`src/rtl/counter_sequencer_if.sv`:
```
// Control/status bundle between board-side stimulus and the counter sequencer.
// master drives tick, buttons and auto-enable; slave (the sequencer) returns counter/mux controls.
interface counter_sequencer_if;
  logic       i_tick;
  logic       i_btn_run;
  logic       i_btn_load;
  logic       i_btn_mode;
  logic       i_btn_disp;
  logic       i_auto;
  logic       o_set;
  logic       o_pause;
  logic       o_count;
  logic       o_type;
  logic [1:0] o_state;
  logic       o_busy;

  modport master (
    output i_tick, i_btn_run, i_btn_load, i_btn_mode, i_btn_disp, i_auto,
    input  o_set, o_pause, o_count, o_type, o_state, o_busy
  );

  modport slave (
    input  i_tick, i_btn_run, i_btn_load, i_btn_mode, i_btn_disp, i_auto,
    output o_set, o_pause, o_count, o_type, o_state, o_busy
  );
endinterface

```
`src/rtl/counter_sequencer.sv`:
```
// Button conditioning + LOAD/PAUSED/RUN sequencer with auto-demo; button edge to press 2+DebounceCycles+1 clk,
// state/toggle outputs one clock after the press; no backpressure, every press and tick is acted on.
module counter_sequencer #(
  parameter int DebounceCycles = 4,
  parameter int DemoTicks      = 32
) (
  input  logic                 i_clk,
  input  logic                 i_reset,
  counter_sequencer_if.slave   bus
);

  localparam int DbW   = $clog2(DebounceCycles + 1);
  localparam int DemoW = $clog2(DemoTicks + 1);
  localparam logic [DbW-1:0]   DB_LAST   = DbW'(DebounceCycles - 1);
  localparam logic [DemoW-1:0] DEMO_LAST = DemoW'(DemoTicks - 1);

  localparam int BTN_RUN  = 0;
  localparam int BTN_LOAD = 1;
  localparam int BTN_MODE = 2;
  localparam int BTN_DISP = 3;

  typedef enum logic [1:0] {
    ST_PAUSED = 2'b00,
    ST_RUN    = 2'b01,
    ST_LOAD   = 2'b10
  } state_t;

  logic [3:0]     raw;
  logic [3:0]     sync1;
  logic [3:0]     sync2;
  logic [3:0]     db;
  logic [3:0]     db_prev;
  logic [3:0]     press;
  logic [DbW-1:0] db_cnt [4];

  state_t     state;
  state_t     state_nxt;
  logic       set_nxt;
  logic       pause_nxt;
  logic       set_q;
  logic       pause_q;
  logic       busy_q;

  logic [DemoW-1:0] demo_cnt;
  logic             demo_exp;
  logic             count_q;
  logic             type_q;

  assign raw = {bus.i_btn_disp, bus.i_btn_mode, bus.i_btn_load, bus.i_btn_run};

  // Press is registered from the debounced rising edge, giving 2 + DebounceCycles + 1 clocks of latency.
  always_ff @(posedge i_clk) begin
    if (!i_reset) begin
      sync1   <= '0;
      sync2   <= '0;
      db      <= '0;
      db_prev <= '0;
      press   <= '0;
      for (int i = 0; i < 4; i++) db_cnt[i] <= '0;
    end else begin
      sync1   <= raw;
      sync2   <= sync1;
      db_prev <= db;
      press   <= db & ~db_prev;
      for (int i = 0; i < 4; i++) begin
        if (sync2[i] != db[i]) begin
          if (db_cnt[i] == DB_LAST) begin
            db[i]     <= sync2[i];
            db_cnt[i] <= '0;
          end else begin
            db_cnt[i] <= db_cnt[i] + DbW'(1);
          end
        end else begin
          db_cnt[i] <= '0;
        end
      end
    end
  end

  always_ff @(posedge i_clk) begin
    if (!i_reset) begin
      state   <= ST_LOAD;
      set_q   <= 1'b1;
      pause_q <= 1'b1;
      busy_q  <= 1'b1;
    end else begin
      state   <= state_nxt;
      set_q   <= set_nxt;
      pause_q <= pause_nxt;
      busy_q  <= set_nxt;
    end
  end

  // LOAD is held until the slow counter has seen a tick; load beats run when both press together.
  always_comb begin
    state_nxt = state;
    case (state)
      ST_LOAD:   if (bus.i_tick) state_nxt = ST_PAUSED;
      ST_PAUSED: begin
        if (press[BTN_LOAD])     state_nxt = ST_LOAD;
        else if (press[BTN_RUN]) state_nxt = ST_RUN;
      end
      ST_RUN: begin
        if (press[BTN_LOAD])     state_nxt = ST_LOAD;
        else if (press[BTN_RUN]) state_nxt = ST_PAUSED;
      end
      default: state_nxt = ST_LOAD;
    endcase
  end

  always_comb begin
    set_nxt   = (state_nxt == ST_LOAD);
    pause_nxt = (state_nxt != ST_RUN);
  end

  assign demo_exp = bus.i_tick && (state == ST_RUN) && bus.i_auto && (demo_cnt == DEMO_LAST);

  // A mode press coinciding with demo expiry yields a single toggle.
  always_ff @(posedge i_clk) begin
    if (!i_reset) begin
      demo_cnt <= '0;
      count_q  <= 1'b1;
      type_q   <= 1'b0;
    end else begin
      if (press[BTN_MODE] || (state != ST_RUN) || !bus.i_auto || demo_exp)
        demo_cnt <= '0;
      else if (bus.i_tick)
        demo_cnt <= demo_cnt + DemoW'(1);
      count_q <= count_q ^ (press[BTN_MODE] | demo_exp);
      type_q  <= type_q ^ press[BTN_DISP];
    end
  end

  assign bus.o_set   = set_q;
  assign bus.o_pause = pause_q;
  assign bus.o_busy  = busy_q;
  assign bus.o_state = state;
  assign bus.o_count = count_q;
  assign bus.o_type  = type_q;

endmodule

```
`src/flat_wrapper.sv`:
```
// flat-port wrapper written by rule: the top's interface ports become plain ports
module counter_sequencer_flat 
#(
  parameter int DebounceCycles = 4,
  parameter int DemoTicks      = 32
)
  (i_clk, i_reset, bus_i_tick, bus_i_btn_run, bus_i_btn_load, bus_i_btn_mode, bus_i_btn_disp, bus_i_auto, bus_o_set, bus_o_pause, bus_o_count, bus_o_type, bus_o_state, bus_o_busy);
  counter_sequencer_if bus_i ();
  input  logic i_clk;
  input  logic i_reset;
  input wire logic [$bits(bus_i.i_tick)-1:0] bus_i_tick;
  input wire logic [$bits(bus_i.i_btn_run)-1:0] bus_i_btn_run;
  input wire logic [$bits(bus_i.i_btn_load)-1:0] bus_i_btn_load;
  input wire logic [$bits(bus_i.i_btn_mode)-1:0] bus_i_btn_mode;
  input wire logic [$bits(bus_i.i_btn_disp)-1:0] bus_i_btn_disp;
  input wire logic [$bits(bus_i.i_auto)-1:0] bus_i_auto;
  output wire logic [$bits(bus_i.o_set)-1:0] bus_o_set;
  output wire logic [$bits(bus_i.o_pause)-1:0] bus_o_pause;
  output wire logic [$bits(bus_i.o_count)-1:0] bus_o_count;
  output wire logic [$bits(bus_i.o_type)-1:0] bus_o_type;
  output wire logic [$bits(bus_i.o_state)-1:0] bus_o_state;
  output wire logic [$bits(bus_i.o_busy)-1:0] bus_o_busy;
  assign bus_i.i_tick = bus_i_tick;
  assign bus_i.i_btn_run = bus_i_btn_run;
  assign bus_i.i_btn_load = bus_i_btn_load;
  assign bus_i.i_btn_mode = bus_i_btn_mode;
  assign bus_i.i_btn_disp = bus_i_btn_disp;
  assign bus_i.i_auto = bus_i_auto;
  assign bus_o_set = bus_i.o_set;
  assign bus_o_pause = bus_i.o_pause;
  assign bus_o_count = bus_i.o_count;
  assign bus_o_type = bus_i.o_type;
  assign bus_o_state = bus_i.o_state;
  assign bus_o_busy = bus_i.o_busy;
  counter_sequencer #(.DebounceCycles(DebounceCycles), .DemoTicks(DemoTicks)) u_core (.i_clk(i_clk), .i_reset(i_reset), .bus(bus_i));
endmodule
```
`config.mk`:
```
export PLATFORM = sky130hd
export DESIGN_NAME = counter_sequencer_flat
export DESIGN_NICKNAME = d
export VERILOG_FILES = /design/src/rtl/counter_sequencer_if.sv /design/src/rtl/counter_sequencer.sv /design/src/flat_wrapper.sv
export SDC_FILE = /design/constraint.sdc
export NUM_CORES = 1
export LEC_CHECK = 0
export ABC_CLOCK_PERIOD_IN_PS = 1600
export CAP_MARGIN = 0
export CORE_MARGIN = 3
export CORE_UTILIZATION = 50
export DETAILED_ROUTE_END_ITERATION = 10
export PLACE_DENSITY = 0.76
export SKIP_LAST_GASP = 1
export SLEW_MARGIN = 30
export SYNTH_ARGS = -nofsm -noshare
export SYNTH_HDL_FRONTEND = slang
export SYNTH_SLANG_ARGS = --single-unit
```
`constraint.sdc`:
```
create_clock -name i_clk -period 1.6 [get_ports i_clk]
set_input_delay 0.32 -clock i_clk [delete_from_list [all_inputs] [get_ports i_clk]]
set_output_delay 0.32 -clock i_clk [all_outputs]
set_load 0.02 [all_outputs]
```
=== After elaboration in Yosys (flattened, before gate mapping) ===
Memory sizes are Yosys's and may differ from the RTL's.
Index checks and enable logic that the tools add are counted.

* Add/sub/neg operators: 5
* Multiply operators: 0
* Divide/modulo/power cells: 0
* Order comparisons: 0
* Equal/unequal tests: 14
* Shift operators: 0
* Multiplexer cells: 63
* Bitwise operators: 18
* Reductions and logical operators: 13

{| class="wikitable"
|+ Operators with widths
! operator !! number
|-
| $mux 1 || 45
|-
| $mux 3 || 12
|-
| $or 1x1->1 || 13
|-
| $add 3x1->3 const B || 4
|-
| $eq 3x2->1 const B || 4
|-
| $mux 2 || 5
|-
| $reduce_and 2->1 || 4
|-
| $add 6x1->6 const B || 1
|-
| $eq 6x5->1 const B || 1
|-
| $pmux 2 s3 || 1
|-
| $and 4x4->4 || 1
|-
| $eq 2x2->1 const B || 2
|-
| $ne 1x1->1 || 4
|-
| $ne 2x1->1 const B || 2
|-
| $not 4->4 || 1
|-
| $logic_and 1x1->1 || 3
|-
| $logic_or 1x1->1 || 3
|-
| $eq 2x1->1 const B || 1
|-
| $logic_not 2->1 || 1
|-
| $reduce_or 2->1 || 1
|-
| $xor 1x1->1 || 2
|-
| $logic_not 1->1 || 1
|-
| $not 1->1 || 1
|}

* Register bits after elaboration: 32
* Bits in latches: 0
* Memory bits (writable): 12
* Bits in read-only memories: 0
* Input port bits: 8
* Output and inout port bits: 7
* Logic and storage cells: 128
* Memories kept: 1

{| class="wikitable"
|+ Memory list
! name !! words !! bits a word !! read ports !! clocked after memory_dff !! wr ports !! RTL line !! RTL
|-
| u_core.db_cnt || 4 || 3 || 4 || 0 || 4 || counter_sequencer.sv:34 || <nowiki>logic [DbW-1:0] db_cnt [4];</nowiki>
|}

=== Logic depth before layout (Yosys ltp) ===
* Depth after elaboration: 8
* Gate-level depth with buffers: 4
* Depth with buffers taken out: 4

=== Worst setup path after synthesis ===
No wires, ideal clock.

* Path kind: register to register
* Start point: register u_core.demo_cnt[0]
* End point: register u_core.count_q (netlist: u_core.bus.o_count)
* Library setup time: 0.116 ns
* Arrival: 1.292 ns
* Required time: 1.484 ns
* Setup slack: 0.193 ns
* Stages on the path, launching flop included: 5
* Path buffers: 0
* Period minus slack after synthesis: 1.407 ns
* Cells stage by stage: dfxtp_1 ha_1 nand4b_1 or4_1 and3_1

* Cells in the longest elaborated chain, start to end: 4

{| class="wikitable"
|+ Ends and longest elaborated chain
! what !! RTL line !! RTL
|-
| start: declaration || counter_sequencer.sv:44 || <nowiki>logic [DemoW-1:0] demo_cnt;</nowiki>
|-
| start signal: assignment || counter_sequencer.sv:128 || <nowiki>demo_cnt <= demo_cnt + DemoW'(1);</nowiki>
|-
| $eq 6x5->1 || counter_sequencer.sv:116 || <nowiki>assign demo_exp = bus.i_tick && (state == ST_RUN) && bus.i_auto && (demo_cnt == DEMO_LAST);</nowiki>
|-
| $logic_and 1x1->1 || counter_sequencer.sv:116 ||
|-
| $or 1x1->1 || counter_sequencer.sv:129 || <nowiki>count_q <= count_q ^ (press[BTN_MODE] | demo_exp);</nowiki>
|-
| $xor 1x1->1 || counter_sequencer.sv:129 ||
|-
| end signal: assignment || counter_sequencer.sv:129 ||
|-
| end: declaration || counter_sequencer.sv:46 || <nowiki>logic count_q;</nowiki>
|}

No other way between the ends.
A chain may end at the register's enable or synchronous reset.

=== Final worst setup path ===
* Start point: register u_core.demo_cnt[1]
* End point: register u_core.count_q (netlist: u_core.bus.o_count)

The elaborated chain is that of the path after synthesis.

==> impl_metrics.py <==
metrics = {
    "clock_network": {
        "cts_sinks": 44,
        "clk-insertion-delay-late_ps": 350,
        "clockBufferDepth": 2,
        "root_buffer": "clkbuf_4",
        "htree_levels": 2,
        "clk_pin_slew_ps": 120,
        "cts_tree": "yes",
        "numCtsBuffers": 5,
        "ctsHoldBuffers": 0,
    },
    "sta": {
        "layout_worst_path_cycle_share_pct": 93.4,
        "hold_viol_final": 0,
        "setup_viol": 0,
        "grt_setup_unrepaired": "no",
        "layout_min_cycle_time_ps": 1490,
        "max_freq_mhz": 669,
        "report.final.slew_viol_count": 0,
        "holdWs_ps": 390,
        "fin_skew_ps": 11.6,
    },
    "critical_path": {
        "reg2regPathDepth": 4,
        "cp_max_fo": 4,
        "start_kind": "flip-flop",
        "cp.arrival_ps": 1740,
        "worstSetupPathType": "reg2reg",
        "cp_data_required_time_ps": 1840,
        "end_kind": "flip-flop",
    },
    "yosys": {
        "avgSynthCellArea_sq_um": 11.5,
        "synth_cell_type_count": 28,
        "ys_seq_area_share_pct": 58.7,
        "syn_inst": 149,
        "synth_area_sq_um": 1710,
        "ys_ff_latch": 44,
        "yosysWarnings": 0,
        "synth_edf_count": 12,
        "synth_top_flop_cell": "dfxtp_1",
        "async_reset_ff_share_pct": 0,
    },
    "floorplanning": {
        "num_io_pins": 15,
        "dieArea_sq_um": 4150,
        "dieWidth_um": 64.4,
        "die_height_um": 64.4,
        "start_util_pct": 54.1,
        "rows": 20,
        "core-area_sq_um": 3150,
    },
    "pwr": {
        "leakagePower_nw": 0.874,
        "ir_drop_v": 0.000604,
        "cellPowerDensity_nw_per_um2": 924,
        "total_power_mw": 1.87,
    },
    "routing": {
        "routed_wl_um": 2580,
        "drtPass1Iterations": 3,
        "route.met3.wl_um": 85,
        "via_per_inst": 4.82,
        "initialDrtViolationCount": 20,
        "drt-met1-wl_um": 1060,
        "maxUsedRoutingLayer": "met4",
        "vias": 1099,
        "wire_per_inst_um": 11.3,
        "ant_nets": 0,
        "drc": 0,
        "route.met2.wl_um": 1400,
    },
    "cells_and_area": {
        "synthToLayoutAreaGrowth_pct": 18.5,
        "antenna_cells": 0,
        "drive_gt1_share_pct": 8.70,
        "final_area_sq_um": 2020,
        "layout_common_cells": "31 x dfxtp_1, 14 x nor2_1, 13 x and2_1, 12 x edfxtp_1, 12 x conb_1",
        "layout.nets": 200,
        "final_common_cell": "dfxtp_1",
    },
    "hold_path": {
        "hold_path_depth": 1,
        "min_path_type": "reg2reg",
    },
    "status": {
        "status": "completed",
    },
    "grt": {
        "grt_pass1_vias": 1116,
        "track_usage_pct": 15.0,
        "antenna_found_initial": 0,
        "grt_max_degree": 22,
        "grt_overflow": 0,
        "grt_pass1_wl_um": 4730,
    },
    "placement": {
        "gp_congestion": 0.740,
        "portBuffers": 14,
        "hpwl_um": 1990,
        "postPlaceCellArea_sq_um": 1970,
    },
    "job": {
        "cap_violations": 0,
    },
}
[state kept, by name, indices dropped and copies added, names as in the netlist, 2 cells and up]
| register | cells |
|---|---|
| u_core.bus.o_state | 2 |
| u_core.press | 4 |
| u_core.db | 4 |
| u_core.db_cnt | 12 |
| u_core.db_prev | 4 |
| u_core.sync2 | 4 |
| u_core.sync1 | 4 |
| u_core.demo_cnt | 6 |
[routing by layer]
| metal | track usage, % | vias to the layer above |
|---|---|---|
| met1 | 14.9 | 530 |
| met2 | 28.1 | 12 |
| met5 | 0 | - |
| met4 | 6.33 | 0 |
| li1 | - | 553 |
| met3 | 5.20 | 4 |
[cell usage after synthesis (all sizes together), types with 2 or more instances]
cell type	number	share of area (%)
o21ai	4	1.2
a21oi	2	0.59
nor3	5	1.5
clkbuf	2	0.44
buf	2	0.88
xor2	9	4.6
nor2	14	3.1
dfxtp	32	38
and3	2	0.73
ha	9	6.6
mux2i	5	2.9
edfxtp	12	21
nand2	4	0.88
nand3b	4	1.8
and2	13	4.8
nor2b	8	2.9
nand4	3	2.0
inv	9	2.0
or4	2	0.88
[path summary, 6_finish.rpt]
| path | startpoint | endpoint | slack (ps) |
|---|---|---|---|
| worst max-delay path | u_core.demo_cnt[1]$_SDFFE_PP0P_ | u_core.bus.o_count$_SDFF_PN1_ | 110 |
| worst min-delay path | u_core.db_prev[0]$_SDFF_PN0_ | u_core.press[0]$_SDFF_PN0_ | 390 |
| worst max register to register | u_core.demo_cnt[1]$_SDFFE_PP0P_ | u_core.bus.o_count$_SDFF_PN1_ | 110 |
| worst min register to register | u_core.db_prev[0]$_SDFF_PN0_ | u_core.press[0]$_SDFF_PN0_ | 390 |
[per-stage QoR]
step	utilization [%]	worst slack, ps	instances	TNS, ps
6_report	64.2	106	228	0
5_1_grt	64.2	35.5	228	0
4_1_cts	64.0	28.9	228	0
3_5_place_dp	62.3	-152	220	-699
3_3_place_gp	62.3	-133	220	-562
2_1_floorplan	-	193	160	0
[worst max-delay path, cell delays in order (launching register included)]
cell      delay (ps)
dfxtp_1          400
ha_2             240
nand4b_1         120
or4_1            470
and3_1           180
[area by class of cell]
| type | instances | area, sq um |
|---|---|---|
| Sequential cell | 44 | 1000 |
| Inverter | 9 | 33.8 |
| Tap cell | 44 | 55.1 |
| Fill cell | 289 | 1130 |
| Timing Repair Buffer | 20 | 176 |
| Multi-Input combinational cell | 103 | 693 |
| Clock buffer | 7 | 55.1 |
| Clock inverter | 1 | 7.51 |
[power by group]
| group | switching (mW) | internal, mW |
|---|---|---|
| Clock | 0.335 | 0.215 |
| Combinational | 0.0636 | 0.0611 |
| Sequential | 0.0180 | 1.18 |
[cell families after synthesis]
family / after synthesis / share of synthesized area (%)
flops: 44 / 58.7
simple gates: 61 / 21.4
mux: 5 / 2.93
xor+xnor: 10 / 5.13
other cells: 1 / 0.220
compound gates: 6 / 1.76
buf+inv: 13 / 3.30
fa+ha+maj: 9 / 6.60
[repair_timing]
action,CTS,global route
gates resized for setup,7,2
setup endpoints to repair,7,1
buffers inserted,0,0
endpoints found under the hold margin,0,0
No activity file was read; power rests on OpenSTA's default activity.
==> patch (config.mk and constraints unchanged) <==
`DebounceCycles` is set to 4 in 2 places; all go to 8.
--- a/src/rtl/counter_sequencer.sv
+++ b/src/rtl/counter_sequencer.sv
@@ -3,3 +3,3 @@
 module counter_sequencer #(
-  parameter int DebounceCycles = 4,
+  parameter int DebounceCycles = 8,
   parameter int DemoTicks      = 32
--- a/src/flat_wrapper.sv
+++ b/src/flat_wrapper.sv
@@ -3,3 +3,3 @@
 #(
-  parameter int DebounceCycles = 4,
+  parameter int DebounceCycles = 8,
   parameter int DemoTicks      = 32
Function: changed (Yosys sat finds a counterexample within 10 cycles, from zero or initial values and one cycle with i_reset low).
==> patch against the unedited design <==
Critical path depth decreased by 3. Design area is 11% higher. Via count rose by 7.4%. Maximum frequency fell by 2.0%. Worst hold slack lost 0.0060 ns. Sequential cell count up 4. Cell count grew 9.2%. Setup slack got worse by 0.031 ns. Synthesized area is 12% higher. Synthesized cell count up 12%. Routed wire length increased by 4.0%. Utilization barely moved. Total power rose by 13%. Critical path type is now flip-flop to output port.
==> patch: results (changes against the unedited design) <==
Logic synthesis
  • Mapped Avg Cell Area: 11.4 um^2 (-0.18%)
  • Synth Area in Compound Gates: 2.56% (+0.80 points)
  • Post-Synth Adder-Cell Area: 3.28% (-3.3 points)
  • Mux contribution to synthesized area: 2.62% (-0.31 points)

Min path
  • Hold EP: u_core.press[3]

Placed design
  • Post-DP Area: 2160 um^2 (+10%)
  • Final HPWL from detailed placement: 2060 um (+3.9%)
  • DP Cell Count: 241 (+9.5%)

Run status
  • Status: finished clean

STA
  • FMAX: 0.656 GHz (-2.0%)

Critical path
  • CP Launch Point: u_core.bus.o_set
  • Worst R2R End: u_core.demo_cnt[3]
  • R2R Setup Slk: 0.34 ns (+0.23 ns)
  • Max FO, Critical Path: 2 (-2)
  • Slowest cell on crit path: clkdlybuf4s50_1
  • Peak per-stage delay on the critical path: 0.60 ns (+0.13 ns)

Global route
  • Total track usage: 15.0% (-0.059 points)

Layout
  • Fill count: 278 (-3.8%)
  • Fraction of layout instances using a drive strength above 1: 6.90% (-1.8 points)
  • Largest regs: u_core.db_cnt x16, u_core.demo_cnt x6

Clock tree
  • CTS root buffer: clkbuf_8
  • CTS clk-pin slew, worst paths: 0.08 ns (-0.04 ns)

Power and ir drop
  • Leakage power figure: 1.02 nW (+17%)

Detailed routing
  • DR iter-0 viols: 28 (+40%)
  • Vias per cell: 4.74 (-1.7%)
  • Wire per inst: 10.8 um (-4.7%)
  • DRT Pass-1 Iters: 4 (+1)
[patch: repair_timing]
| item | CTS | global route |
|---|---|---|
| gates resized for setup | 3 | 2 |
| pin swaps | 0 | 0 |
| setup buffers | 0 | 0 |
| endpoints found under the setup margin | 3 | 2 |
| hold buffers | 0 | 0 |
| endpoints found under the hold margin | 0 | 0 |
[patch: per-layer routing]
layer,up-vias,GRT usage (%),wire (um),part of all wire (%)
li1,611,-,-,-
met1,544,16.7,1190,44
met2,21,25.8,1310,49
met3,4,5.49,145,5.4
met4,0,5.96,38,1.4
met5,-,0,0,0
[patch: final cells by class]
cell class,count,area share [%]
Clock buffer,8,3.57
Inverter,5,0.837
Multi-Input combinational cell,124,35.4
Sequential cell,48,50.0
Tap cell,46,2.57
Timing Repair Buffer,18,7.64
[patch: where the power goes]
group          switching [mW]  total (mW)  internal, mW
combinational          0.0673       0.137        0.0697
clock                   0.345       0.655         0.310
sequential             0.0243        1.32          1.29
